--- src/rtl/syndrome_frame_sequencer_pkg.sv ---
// Shared constants, state encodings and frame-size helpers for the Helios host sequencer.
package syndrome_frame_sequencer_pkg;

  localparam logic [7:0] START_DECODING_MSG      = 8'h01;
  localparam logic [7:0] MEASUREMENT_DATA_HEADER = 8'h02;

  typedef logic [2:0] state_t;
  localparam state_t ST_START  = 3'd0;
  localparam state_t ST_ARM    = 3'd1;
  localparam state_t ST_HDR    = 3'd2;
  localparam state_t ST_MEAS   = 3'd3;
  localparam state_t ST_RHDR   = 3'd4;
  localparam state_t ST_RCORR  = 3'd5;
  localparam state_t ST_REPORT = 3'd6;
  localparam state_t ST_HALT   = 3'd7;

  function automatic int phys_u(input int u, input int nc);
    return (u + nc - 1) / nc;
  endfunction

  function automatic int meas_bytes(input int x, input int z, input int u, input int nc);
    return ((x * z + 7) / 8) * phys_u(u, nc) * nc;
  endfunction

  // Correction bitmap: two edge families of (X-1)*Z, one boundary bit, X*Z vertical edges.
  function automatic int corr_bytes(input int x, input int z, input int u, input int nc);
    int cnt;
    cnt = 2 * (x - 1) * z + 1 + x * z;
    return ((cnt + 7) / 8) * phys_u(u, nc) * nc;
  endfunction

endpackage

--- src/rtl/syndrome_frame_sequencer_frame_byte_counter.sv ---
// Byte position counter with synchronous clear, increment and terminal-count flag.
module frame_byte_counter #(
  parameter int W = 16
) (
  input  logic         clk,
  input  logic         reset,
  input  logic         i_clr,
  input  logic         i_inc,
  input  logic [W-1:0] i_term,
  output logic [W-1:0] o_count,
  output logic         o_last
);
  logic [W-1:0] r_count;

  always_ff @(posedge clk) begin
    if (reset || i_clr) r_count <= '0;
    else if (i_inc)     r_count <= r_count + 1'b1;
  end

  assign o_count = r_count;
  assign o_last  = (r_count == i_term);
endmodule

--- src/rtl/syndrome_frame_sequencer.sv ---
// Host-side sequencer: frames measurement payloads into a Helios decoder and parses its results.
module syndrome_frame_sequencer
  import syndrome_frame_sequencer_pkg::*;
#(
  parameter int GRID_WIDTH_X   = 6,
  parameter int GRID_WIDTH_Z   = 2,
  parameter int GRID_WIDTH_U   = 5,
  parameter int NUM_CONTEXTS   = 1,
  parameter int TIMEOUT_CYCLES = 65535
) (
  input  logic        clk,
  input  logic        reset,
  input  logic [7:0]  meas_data,
  input  logic        meas_valid,
  output logic        meas_ready,
  output logic [7:0]  tx_data,
  output logic        tx_valid,
  input  logic        tx_ready,
  input  logic [7:0]  rx_data,
  input  logic        rx_valid,
  output logic        rx_ready,
  output logic [7:0]  corr_data,
  output logic        corr_valid,
  input  logic        corr_ready,
  output logic [15:0] corr_index,
  output logic        res_valid,
  output logic [7:0]  res_iterations,
  output logic [15:0] res_cycles,
  output logic [31:0] tests_done,
  output logic        busy,
  output logic        timeout_err
);
  localparam int MEAS_BYTES = meas_bytes(GRID_WIDTH_X, GRID_WIDTH_Z, GRID_WIDTH_U, NUM_CONTEXTS);
  localparam int CORR_BYTES = corr_bytes(GRID_WIDTH_X, GRID_WIDTH_Z, GRID_WIDTH_U, NUM_CONTEXTS);
  localparam logic [15:0] MEAS_TERM = 16'(MEAS_BYTES - 1);
  localparam logic [15:0] CORR_TERM = 16'(CORR_BYTES - 1);
  localparam logic [31:0] IDLE_LAST = 32'(TIMEOUT_CYCLES) - 32'd1;

  state_t      r_state;
  logic [7:0]  r_iter, r_res_iter;
  logic [15:0] r_cyc, r_res_cyc;
  logic [31:0] r_tests, r_idle;
  logic        r_terr;

  logic [7:0]  w_tx_data, w_corr_data;
  logic        w_tx_valid, w_meas_ready, w_rx_ready, w_corr_valid;
  logic [15:0] w_corr_index, w_rx_cnt, w_tx_cnt_unused, w_rx_term;
  logic        w_tx_xfer, w_rx_xfer, w_tx_last, w_rx_last, w_in_rx, w_timeout;

  always_comb begin
    w_tx_data    = '0;
    w_tx_valid   = 1'b0;
    w_meas_ready = 1'b0;
    w_rx_ready   = 1'b0;
    w_corr_valid = 1'b0;
    w_corr_data  = '0;
    w_corr_index = '0;
    case (r_state)
      ST_START: begin w_tx_data = START_DECODING_MSG;      w_tx_valid = 1'b1; end
      ST_HDR:   begin w_tx_data = MEASUREMENT_DATA_HEADER; w_tx_valid = 1'b1; end
      ST_MEAS: begin
        w_tx_data    = meas_data;
        w_tx_valid   = meas_valid;
        w_meas_ready = tx_ready;
      end
      ST_RHDR: w_rx_ready = 1'b1;
      ST_RCORR: begin
        w_rx_ready   = corr_ready;
        w_corr_valid = rx_valid;
        w_corr_data  = rx_data;
        w_corr_index = w_rx_cnt;
      end
      default: ;
    endcase
    // State decodes to START during reset; keep every handshake quiet until it is released.
    if (reset) begin
      w_tx_data    = '0;
      w_tx_valid   = 1'b0;
      w_meas_ready = 1'b0;
      w_rx_ready   = 1'b0;
      w_corr_valid = 1'b0;
      w_corr_data  = '0;
      w_corr_index = '0;
    end
  end

  assign w_tx_xfer = w_tx_valid && tx_ready;
  assign w_rx_xfer = w_rx_ready && rx_valid;
  assign w_in_rx   = (r_state == ST_RHDR) || (r_state == ST_RCORR);
  assign w_rx_term = (r_state == ST_RHDR) ? 16'd2 : CORR_TERM;
  // A byte landing on the expiry cycle counts as progress.
  assign w_timeout = (TIMEOUT_CYCLES != 0) && w_in_rx && !w_rx_xfer && (r_idle == IDLE_LAST);

  frame_byte_counter #(.W(16)) u_tx_cnt (
    .clk(clk), .reset(reset),
    .i_clr((r_state == ST_HDR) && w_tx_xfer),
    .i_inc((r_state == ST_MEAS) && w_tx_xfer),
    .i_term(MEAS_TERM),
    .o_count(w_tx_cnt_unused), .o_last(w_tx_last)
  );

  frame_byte_counter #(.W(16)) u_rx_cnt (
    .clk(clk), .reset(reset),
    .i_clr(((r_state == ST_MEAS) && w_tx_xfer && w_tx_last) ||
           ((r_state == ST_RHDR) && w_rx_xfer && w_rx_last)),
    .i_inc(w_rx_xfer),
    .i_term(w_rx_term),
    .o_count(w_rx_cnt), .o_last(w_rx_last)
  );

  always_ff @(posedge clk) begin
    if (reset) begin
      r_state    <= ST_START;
      r_iter     <= '0;
      r_cyc      <= '0;
      r_res_iter <= '0;
      r_res_cyc  <= '0;
      r_tests    <= '0;
      r_idle     <= '0;
      r_terr     <= 1'b0;
    end else begin
      r_idle <= (w_in_rx && !w_rx_xfer) ? r_idle + 32'd1 : 32'd0;
      case (r_state)
        ST_START: if (w_tx_xfer) r_state <= ST_ARM;
        ST_ARM:   if (meas_valid) r_state <= ST_HDR;
        ST_HDR:   if (w_tx_xfer) r_state <= ST_MEAS;
        ST_MEAS:  if (w_tx_xfer && w_tx_last) r_state <= ST_RHDR;
        ST_RHDR: if (w_rx_xfer) begin
          case (w_rx_cnt[1:0])
            2'd0:    r_iter       <= rx_data;
            2'd1:    r_cyc[15:8]  <= rx_data;
            default: r_cyc[7:0]   <= rx_data;
          endcase
          if (w_rx_last) begin
            if (CORR_BYTES == 0) begin
              r_state    <= ST_REPORT;
              r_res_iter <= r_iter;
              r_res_cyc  <= {r_cyc[15:8], rx_data};
            end else begin
              r_state <= ST_RCORR;
            end
          end
        end
        ST_RCORR: if (w_rx_xfer && w_rx_last) begin
          r_state    <= ST_REPORT;
          r_res_iter <= r_iter;
          r_res_cyc  <= r_cyc;
        end
        ST_REPORT: begin
          r_tests <= r_tests + 32'd1;
          r_state <= ST_ARM;
        end
        ST_HALT: ;
        default: r_state <= ST_START;
      endcase
      if (w_timeout) begin
        r_state <= ST_HALT;
        r_terr  <= 1'b1;
      end
    end
  end

  assign meas_ready     = w_meas_ready;
  assign tx_data        = w_tx_data;
  assign tx_valid       = w_tx_valid;
  assign rx_ready       = w_rx_ready;
  assign corr_data      = w_corr_data;
  assign corr_valid     = w_corr_valid;
  assign corr_index     = w_corr_index;
  assign res_valid      = (r_state == ST_REPORT) && !reset;
  assign res_iterations = r_res_iter;
  assign res_cycles     = r_res_cyc;
  assign tests_done     = r_tests;
  assign busy           = (r_state != ST_ARM);
  assign timeout_err    = r_terr;
endmodule
--- config.mk ---
export PLATFORM = sky130hd
export DESIGN_NAME = syndrome_frame_sequencer
export DESIGN_NICKNAME = d
export VERILOG_FILES = /design/src/rtl/syndrome_frame_sequencer_pkg.sv /design/src/rtl/syndrome_frame_sequencer_frame_byte_counter.sv /design/src/rtl/syndrome_frame_sequencer.sv
export SDC_FILE = /design/constraint.sdc
export NUM_CORES = 1
export LEC_CHECK = 0
export BUFFER_PORTS_ARGS = -buffer_cell sky130_fd_sc_hd__buf_4
export CAP_MARGIN = 10
export CORE_MARGIN = 5
export CORE_UTILIZATION = 56
export DETAILED_ROUTE_END_ITERATION = 12
export GPL_ROUTABILITY_DRIVEN = 1
export PLACE_DENSITY = 0.92
export SYNTH_ARGS = -nofsm -noshare
export SYNTH_HDL_FRONTEND = slang
export SYNTH_SLANG_ARGS = --single-unit
--- constraint.sdc ---
create_clock -name clk -period 2.12 [get_ports clk]
set_input_delay 0.318 -clock clk [delete_from_list [all_inputs] [get_ports clk]]
set_output_delay 0.318 -clock clk [all_outputs]
set_load 0.01 [all_outputs]
==> results.toml <==
[setup_path]
cp_slowest_stage_delay_ps = 490
cp.arrival_ps = 2430
crit_top_cell = "nand4_1"
critPathKind = "register to register"
worstSetupStartpointType = "register"
crit_family = "simple AND/OR/NAND/NOR gates"
critPathCaptureType = "register"
required_ps = 2480
crit_fanout = 4
slowest_stage = "or4_1"
path_cells = "nand4_1 -> nor2_1 -> nand4_1 -> buf_4 -> or4_1 -> a21oi_1"
cp.buffers_inverters = 1

[power]
intPower_w = 0.00441
power_density_nw_per_um2 = 683
p_sw_share_pct = 24.6
pwr-share-seq_pct = 47.7
vdd_drop_max_v = 0.000486
pwr-share-comb_pct = 3.3
clock_power_share_pct = 49.0
p_leak_nw = 3.47
power_w = 0.00585
power.switching_w = 0.00144

[clocking]
cts.clk_slew.worst_paths_ps = 70
root_buffer = "clkbuf_16"
htree_levels = 4
cts_tree = "yes"
numCtsBuffers = 17
clk_latency_ps = 430
clock-sinks = 148
clk_path_buf_depth = 2

[timing]
post-route-period-util_pct = 97.9
slew_viol_final = 0
fmax_mhz = 482
rsz0062_at_grt = "true"
report.final.hold_viol_count = 0
finalSetupViolCount = 0
worstMarginPinSlew_ps = 633
fin_worst_skew_ps = 9.56
maxSlewHeadroom_pct = 57.4
period_needed_ps = 2080

[routing]
ant_nets = 0
via_count = 6092
wirelength_mm = 17.3
drt_iter0_markers = 766
wl_per_cell_um = 16.2
drc = 0
detailedRoute.firstPassIterationCount = 6
vias_per_cell = 5.69

[place]
gp_congestion = 0.849
post-place-cells = 1036
portBuffers = 116
placed_cell_area_sq_um = 7950
dpl.hpwl_mm = 11.7

[global_route]
track_usage_pct = 24.3
grt_start_max_net_pins = 53
grt_pass1_wl_mm = 28.4
antenna_found_initial = 0
grt_pass1_vias = 5743
grt-ovfl-total = 0

[job]
maxCapViolCount = 0

[finish]
finalNonFillerCells = 1070
n_antenna_cell = 0
nets = 940
syn2layout_area_growth_pct = 27.1
layout-drive-gt1-share_pct = 22.4
fillers = 787
design_area_sq_um = 8570

[yosys]
syn_inst = 770
syn-num-nets = 800
synth_cell_type_count = 46
yosysWarnings = 0
synth_edf_count = 0
syn_area_per_cell_sq_um = 8.76
yosysSeqAreaShare_pct = 43.9
synthArstFlopShare_pct = 0
synth_ff_type = "dfxtp_1"
synth.ff_latch_count = 148
netlist_area_sq_um = 6740

[floorplanning]
die_x_um = 120
ios = 117
row_count = 40
die_h_um = 120
die-area_sq_um = 14300
initial_core_util_pct = 56.6
core_area_sq_um = 11900

[hold_path]
min_path_type = "input port to register"

[outcome]
status = "complete, no violations"
-- path summary, 6_finish.rpt --
| kind | from | endpoint | slack (ps) | depth (start not counted) |
|---|---|---|---|---|
| worst max-delay path | tests_done[6]$_SDFFE_PP0N_ | tests_done[31]$_SDFFE_PP0N_ | 40 | 6 |
| worst min-delay path | reset | tests_done[27]$_SDFFE_PP0N_ | 140 | 2 |
| worst max register to register | tests_done[6]$_SDFFE_PP0N_ | tests_done[31]$_SDFFE_PP0N_ | 40 | 6 |
| worst min register to register | res_cycles[8]$_SDFFE_PP0P_ | res_cycles[8]$_SDFFE_PP0P_ | 500 | 2 |
-- cells by family after synthesis --
| kind of cell | Yosys count | synth area share (%) |
|---|---|---|
| muxes | 49 | 7.27 |
| xor gates and xnor gates | 77 | 10.0 |
| adders and majority gates | 8 | 1.48 |
| AOI/OAI and AO/OA | 46 | 4.04 |
| DFF | 148 | 43.9 |
| buffers and inverters | 57 | 3.58 |
| and+or+nand+nor | 385 | 29.7 |
-- power groups by stage --
stage          Combinational [W]  Clock (W)  Sequential [W]
4_1_cts                 0.000189    0.00289         0.00279
3_5_place_dp            0.000184          0         0.00285
2_1_floorplan          0.0000974          0         0.00285
5_1_grt                 0.000208    0.00302         0.00279
6_report                0.000193    0.00287         0.00279
3_3_place_gp            0.000182          0         0.00285
-- registers in the layout (all words and copies together) (netlist names) --
name / flops
r_state: 3
timeout_err: 1
u_tx_cnt.o_count: 16
r_idle: 32
res_iterations: 8
tests_done: 32
res_cycles: 16
r_iter: 8
u_rx_cnt.o_count: 16
r_cyc: 16
-- cell type report --
class                   instances  area [sq um]  area share (%)
well taps                     147           184            2.15
inverters                      20          75.1           0.876
flip-flops and latches        148          2970            34.6
clock buffers                  17           425            4.96
multi-input cells             565          3570            41.7
repair buffers                158          1210            14.1
clock inverters                15           140            1.64
-- layout by cell type (no fill, tap or decap), drive strengths merged, types with 17 or more instances in the layout --
cell type,count
nor3,21
xor2,32
nand2,33
xnor2,45
o21ai,17
nand4,34
a21oi,17
inv,28
and3,33
mux2i,49
and2,19
clkbuf,17
nand3,37
dfxtp,148
buf,158
nor2,142
nor4,24
-- metrics by stage --
step                      TNS, ps  util [%]  worst slack (ps)  hold slack, ps
after floorplan                 0         -               144             453
after global placement          0      66.7              61.0             467
after detailed placement     -170      66.7             -26.7             477
after CTS                       0      71.6              37.2             127
after global routing        -47.1      71.9             -44.5             156
final                           0      71.9              44.3             138
-- layer usage --
metal / vias to the layer above / wire, um / track usage, % / part of all wire, %
met2: 215 / 8670 / 42.2 / 50
li1: 2949 / - / - / -
met3: 40 / 1110 / 5.80 / 6.4
met4: 0 / 348 / 8.09 / 2.0
met1: 2888 / 7210 / 29.8 / 42
met5: - / 0 / 0 / 0
-- cell usage after synthesis, types with 2 or more instances --
library cell  count  area, sq um
a211oi_1          3         22.5
a21oi_1          17         85.1
a221o_1           2         20.0
and2_1           19          119
and3_1           33          206
and3b_1           2         17.5
and4_1           10         87.6
buf_2             7         35.0
buf_6             2         22.5
clkbuf_1         26         97.6
dfxtp_1         148         2960
ha_1              8          100
inv_1            20         75.1
mux2i_1          49          490
nand2_1          33          124
nand2b_1          2         12.5
nand3_1          37          185
nand4_1          34          213
nor2_1          142          533
nor3_1           21          105
nor4_1           21          131
nor4_4            2         42.5
nor4b_1           3         26.3
nor4bb_1          2         20.0
o21ai_0          17         85.1
or3_1            15         93.8
xnor2_1          45          394
xor2_1           32          280
-- worst register-to-register path: cells and delay by family, from the launching register on --
family | cells | cell delay (ps)
simple gates | 4 | 1230
flops | 1 | 400
buf+inv | 1 | 190
compound gates | 1 | 180
-- timing repair --
| item | in CTS | in global routing |
|---|---|---|
| gates resized for setup | 7 | 5 |
| setup buffers | 0 | 2 |
| pin swaps | 0 | 2 |
| endpoints found under the setup margin | 26 | 17 |
| hold buffers | 0 | 0 |
Note: power is estimated with default switching activity, not from simulation.
